==> src/rtl/afe2256_sample_assembler.sv <==
// Packs the AFE2256 nibble stream (MSB nibble first) into framed samples, with misalign/short-frame error counters and a frame lock flag.
// Latency: sample strobe one cycle after its last nibble. Flow control: nib_valid gaps stall, no backpressure.
module afe2256_sample_assembler #(
  parameter int SAMPLE_BITS       = 12,
  parameter int SAMPLES_PER_FRAME = 256,
  parameter int CNT_W             = 8,
  localparam int IDX_W            = $clog2(SAMPLES_PER_FRAME)
) (
  input  logic                   clkdiv,
  input  logic                   rst,
  input  logic                   enable,
  input  logic [3:0]             nib_in,
  input  logic                   nib_valid,
  input  logic                   frame_sync,
  input  logic                   err_clr,
  output logic [SAMPLE_BITS-1:0] sample_out,
  output logic                   sample_valid,
  output logic [IDX_W-1:0]       sample_idx,
  output logic                   sample_first,
  output logic                   sample_last,
  output logic                   frame_done,
  output logic                   locked,
  output logic [CNT_W-1:0]       err_misalign_cnt,
  output logic [CNT_W-1:0]       err_short_cnt
);

  localparam int NPS   = SAMPLE_BITS / 4;
  localparam int NIB_W = $clog2(NPS);
  localparam int SH_W  = SAMPLE_BITS - 4;

  localparam logic [1:0] IDLE      = 2'd0;
  localparam logic [1:0] WAIT_SYNC = 2'd1;
  localparam logic [1:0] ASSEMBLE  = 2'd2;

  logic [1:0]       state;
  // Holds the NPS-1 nibbles received so far; the final nibble goes straight to sample_out.
  logic [SH_W-1:0]  shreg;
  logic [NIB_W-1:0] nib_cnt;
  logic [IDX_W-1:0] samp_cnt;

  logic accept;
  logic nib_last;
  logic samp_last;
  logic misalign_evt;
  logic short_evt;

  assign accept       = nib_valid & enable;
  assign nib_last     = (nib_cnt == NIB_W'(NPS - 1));
  assign samp_last    = (samp_cnt == IDX_W'(SAMPLES_PER_FRAME - 1));
  assign misalign_evt = (state == ASSEMBLE) & accept & frame_sync & (nib_cnt != '0);
  assign short_evt    = (state == ASSEMBLE) & accept & frame_sync & (nib_cnt == '0);

  always_ff @(posedge clkdiv or posedge rst) begin
    if (rst) begin
      state        <= IDLE;
      shreg        <= '0;
      nib_cnt      <= '0;
      samp_cnt     <= '0;
      sample_out   <= '0;
      sample_valid <= 1'b0;
      sample_idx   <= '0;
      sample_first <= 1'b0;
      sample_last  <= 1'b0;
      frame_done   <= 1'b0;
      locked       <= 1'b0;
    end else begin
      sample_valid <= 1'b0;
      sample_first <= 1'b0;
      sample_last  <= 1'b0;
      frame_done   <= 1'b0;
      if (!enable) begin
        state    <= IDLE;
        shreg    <= '0;
        nib_cnt  <= '0;
        samp_cnt <= '0;
        locked   <= 1'b0;
      end else begin
        case (state)
          IDLE: state <= WAIT_SYNC;
          WAIT_SYNC: begin
            if (accept && frame_sync) begin
              shreg    <= SH_W'(nib_in);
              nib_cnt  <= NIB_W'(1);
              samp_cnt <= '0;
              state    <= ASSEMBLE;
            end
          end
          ASSEMBLE: begin
            if (accept) begin
              if (frame_sync) begin
                // Early sync: drop the partial sample and restart the frame on this nibble.
                shreg    <= SH_W'(nib_in);
                nib_cnt  <= NIB_W'(1);
                samp_cnt <= '0;
                locked   <= 1'b0;
              end else if (nib_last) begin
                sample_out   <= {shreg, nib_in};
                sample_valid <= 1'b1;
                sample_idx   <= samp_cnt;
                sample_first <= (samp_cnt == '0);
                sample_last  <= samp_last;
                frame_done   <= samp_last;
                nib_cnt      <= '0;
                if (samp_last) begin
                  samp_cnt <= '0;
                  locked   <= 1'b1;
                  state    <= WAIT_SYNC;
                end else begin
                  samp_cnt <= samp_cnt + IDX_W'(1);
                end
              end else begin
                shreg   <= (shreg << 4) | SH_W'(nib_in);
                nib_cnt <= nib_cnt + NIB_W'(1);
              end
            end
          end
          default: state <= IDLE;
        endcase
      end
    end
  end

  // Error counters survive IDLE; err_clr beats a same-cycle increment.
  always_ff @(posedge clkdiv or posedge rst) begin
    if (rst) begin
      err_misalign_cnt <= '0;
      err_short_cnt    <= '0;
    end else if (err_clr) begin
      err_misalign_cnt <= '0;
      err_short_cnt    <= '0;
    end else begin
      if (misalign_evt && (err_misalign_cnt != '1))
        err_misalign_cnt <= err_misalign_cnt + CNT_W'(1);
      if (short_evt && (err_short_cnt != '1))
        err_short_cnt <= err_short_cnt + CNT_W'(1);
    end
  end

endmodule

==> config.mk <==
export PLATFORM = sky130hd
export DESIGN_NAME = afe2256_sample_assembler
export DESIGN_NICKNAME = d
export VERILOG_FILES = /design/src/rtl/afe2256_sample_assembler.sv
export SDC_FILE = /design/constraint.sdc
export NUM_CORES = 1
export LEC_CHECK = 0
export ABC_CLOCK_PERIOD_IN_PS = 2300
export CAP_MARGIN = 20
export CORE_ASPECT_RATIO = 0.9
export CORE_MARGIN = 4
export CORE_UTILIZATION = 50
export CTS_CLUSTER_SIZE = 20
export DETAILED_ROUTE_END_ITERATION = 8
export MAX_ROUTING_LAYER = met4
export PLACE_DENSITY = 0.74
export SYNTH_ARGS = -nofsm -noshare
export SYNTH_HDL_FRONTEND = slang
export SYNTH_SLANG_ARGS = --single-unit
==> constraint.sdc <==
create_clock -name clkdiv -period 2.3 [get_ports clkdiv]
set_clock_uncertainty 0.2 [all_clocks]
set_input_delay 0.46 -clock clkdiv [delete_from_list [all_inputs] [get_ports clkdiv]]
set_output_delay 0.46 -clock clkdiv [all_outputs]
set_load 0.01 [all_outputs]
==> results of run 1 <==
==> synth_stat cells, types with 3 or more instances <==
| library cell | n |
|---|---|
| nor2_1 | 14 |
| nand4_1 | 7 |
| mux2_2 | 9 |
| a21oi_1 | 15 |
| nor4_1 | 4 |
| o31ai_1 | 9 |
| buf_6 | 6 |
| and3_1 | 3 |
| dfrtp_1 | 60 |
| nor2b_1 | 4 |
| o21ai_0 | 22 |
| nand2_1 | 23 |
| or3_1 | 6 |
| inv_1 | 11 |
| clkbuf_1 | 5 |
| nand3_1 | 11 |
| or4_1 | 7 |
| and4_1 | 3 |
| ha_1 | 4 |
| mux2_4 | 9 |
==> what timing repair did <==
| item | 4_1_cts | 5_1_grt |
|---|---|---|
| setup endpoints to repair | 8 | 6 |
| gates resized for setup | 2 | 3 |
| hold buffers | 0 | 0 |
| endpoints found under the hold margin | 0 | 0 |
| pin swaps | 0 | 1 |
==> routing by layer <==
layer | vias to the layer above | share of wire [%] | wire, um | GRT usage, %
met2 | 66 | 46 | 3000 | 28.90
met1 | 1190 | 48 | 3112 | 25.15
li1 | 1173 | - | - | -
met4 | 0 | 0.91 | 59 | 4.135
met5 | - | 0 | 0 | -
met3 | 7 | 4.7 | 306 | 5.861
==> final cells by class <==
cell class | count | area, sq um
fill | 465 | 1808
clock inverter | 6 | 86.33
tap | 70 | 87.58
multi-input combinational | 191 | 1381
timing repair buffer | 75 | 714.4
inverter | 11 | 41.29
clock buffer | 10 | 137.6
sequential | 60 | 1501
==> power groups by stage <==
stage          Sequential (W)  Clock (W)  Combinational, W
4_1_cts               0.00108    0.00107          0.000137
2_1_floorplan         0.00110          0         0.0000757
6_report              0.00108    0.00105          0.000134
5_1_grt               0.00108    0.00112          0.000150
3_5_place_dp          0.00110          0          0.000137
3_3_place_gp          0.00110          0          0.000135
==> metrics by stage <==
| step | hold slack, ns | std cells |
|---|---|---|
| detailed placement | 0.2798 | 407 |
| floorplan | 0.2499 | 278 |
| global placement | 0.2726 | 407 |
| finish | 0.2985 | 423 |
| CTS | 0.3044 | 423 |
| global route | 0.3240 | 423 |
==> worst min-delay path by stage <==
stage	depth (start not counted)	start	end	slack [ns]
after detailed placement	1	shreg[7]$_DFFE_PP0P_	shreg[7]$_DFFE_PP0P_	0.28
after global placement	2	sample_idx[0]$_DFFE_PP0P_	sample_idx[0]$_DFFE_PP0P_	0.27
final	3	rst	err_short_cnt[7]$_DFFE_PP0P_	0.30
after CTS	2	sample_idx[1]$_DFFE_PP0P_	sample_idx[1]$_DFFE_PP0P_	0.30
after floorplan	1	shreg[7]$_DFFE_PP0P_	shreg[7]$_DFFE_PP0P_	0.25
after global routing	1	sample_idx[3]$_DFFE_PP0P_	sample_idx[3]$_DFFE_PP0P_	0.32
==> worst max-delay path, delay by kind of cell <==
kind / cells / cell delay (ns)
buffers and inverters: 3 / 0.67
AND/OR/NAND/NOR: 2 / 0.73
multiplexers: 1 / 0.36
==> sequential cells by signal, summed over array words and instances, names as in the netlist <==
signal,count
sample_idx,8
sample_valid,1
sample_first,1
locked,1
err_short_cnt,8
shreg,8
nib_cnt,2
err_misalign_cnt,8
samp_cnt,8
sample_out,12
frame_done,1
state,2
==> cells by family after synthesis <==
kind of cell	share of synthesized area, %
AND/OR/NAND/NOR	21.18
AO/OA/AOI/OAI	13.33
flip-flops	49.83
buffers and inverters	5.067
multiplexers	8.929
adder cells (fa/ha/maj)	1.661
==> qor.yml, run 1 <==
cts_buffers: 9
grt_util_all_layers_pct: 18.91
reg2reg_from: "state[0]$_DFFE_PP0P_"
dr.pass1.iters: 4
crit_start: "enable"
max_freq_mhz: 450.3
ys_ff_latch: 60
synth.avg_cell_area_sq_um: 10.84
syn_to_final_growth_pct: 31.10
critPathSlowestCell: "clkdlybuf4s50_1"
rows: 26
dpl_worst_slack_ns: -0.4178
critPathKind: "in2reg"
core-area_sq_um: 5758
hpwl_um: 4631
vias: 2436
cts_setup_buffers: 0
cap_violations: 0
drive_gt1_share_pct: 20.96
routabilityCongestion: 0.8514
antenna_found_initial: 0
htreeDepth: 3
outcome: "finished clean"
placed_cell_area_sq_um: 3702
via_per_inst: 5.759
ys.flop_type: "dfrtp_1"
crit_path_max_incr_delay_ns: 0.48
worstPathRequired_ns: 2.32
tightest_slew_ns: 0.6008
ir_worst_vdd_mv: 0.4345
period_share_pct: 96.55
die-area_sq_um: 7333
antenna_cells: 0
gr-total-overflow: 0
setup_tns_ns: 0
final_common_cell: "dfrtp_1"
power.leakage_nw: 1.762
ant_nets: 0
numPortBuffers: 50
end_kind: "register"
crit_fanout: 10
synth_cell_types: 58
synth_edf_count: 0
syn_inst: 278
dr.first_iter.drc_count: 140
synth_nets: 292
yosysWarnings: 0
powerDensity_nw_per_um2: 572.5
grt_max_degree: 61
min_period_ns: 2.221
rsz0062_at_grt: "no"
ys_async_sr_fraction_pct: 100.0
cp-start-kind: "primary input"
cp_cell_sequence: "clkdlybuf4s50_1, inv_1, buf_4, or3_4, nor4_4, mux2_2"
final_cell_mix: "dfrtp_1, clkdlybuf4s50_1, nand2_1, buf_4, o21ai_0"
die_x_um: 89.83
cp.arrival_ns: 2.24
routedWlPerCell_um: 15.32
switching_share_pct: 21.90
clockRootBuffer: "clkbuf_8"
grt_pass1_vias: 2210
synth_area_sq_um: 3013
clkPwrFrac_pct: 46.3
design_area_sq_um: 3950
r2r_slack_ns: 0.18
yosys-top-cells-area: "dfrtp_1, mux2_4, o21ai_0, mux2_2, nand2_1"
finalPower_w: 0.002261
maxSlewHeadroom_pct: 59.77
hold_path_class: "in2async"
start_util_pct: 52.33
clock_sinks: 60
power.internal_w: 0.001766
p_switching_w: 0.0004952
grt_pass1_wl_um: 10780
cts_max_path_buffers: 2
reg2regPathDepth: 4
clk_latency_ns: 0.33
combPwrFrac_pct: 5.9
synth_top_area_share_pct: 49.83
finalWorstSetupSlack_ns: 0.07946
worstSetupEndpoint: "err_misalign_cnt[7]$_DFFE_PP0P_"
seq_area_frac_synth_pct: 49.83
chipHeight_um: 81.64
power.share.sequential_pct: 47.8
slew_viol_final: 0
drc: 0
boundaryPins: 51
synth_top_area_cell: "dfrtp_1"
rr_endpoint: "err_short_cnt[3]$_DFFE_PP0P_"
clkTransAtPathRegs_ns: 0.07
setup_viol: 0
hold_violations: 0
finish.utilization_pct: 68.60
final_nets: 362
wirelength_um: 6479
cts_tree: "yes"
No activity file was read; power rests on OpenSTA's default activity.
==> run 2, diff against run 1 <==
--- a/config.mk
+++ b/config.mk
@@ -6,7 +6,6 @@
 export NUM_CORES = 1
 export LEC_CHECK = 0
 export ABC_CLOCK_PERIOD_IN_PS = 2300
-export CAP_MARGIN = 20
 export CORE_ASPECT_RATIO = 0.9
 export CORE_MARGIN = 4
 export CORE_UTILIZATION = 50
==> results of run 2 <==
Same layout as run 1: the final DEF is identical, and so are final timing and power.
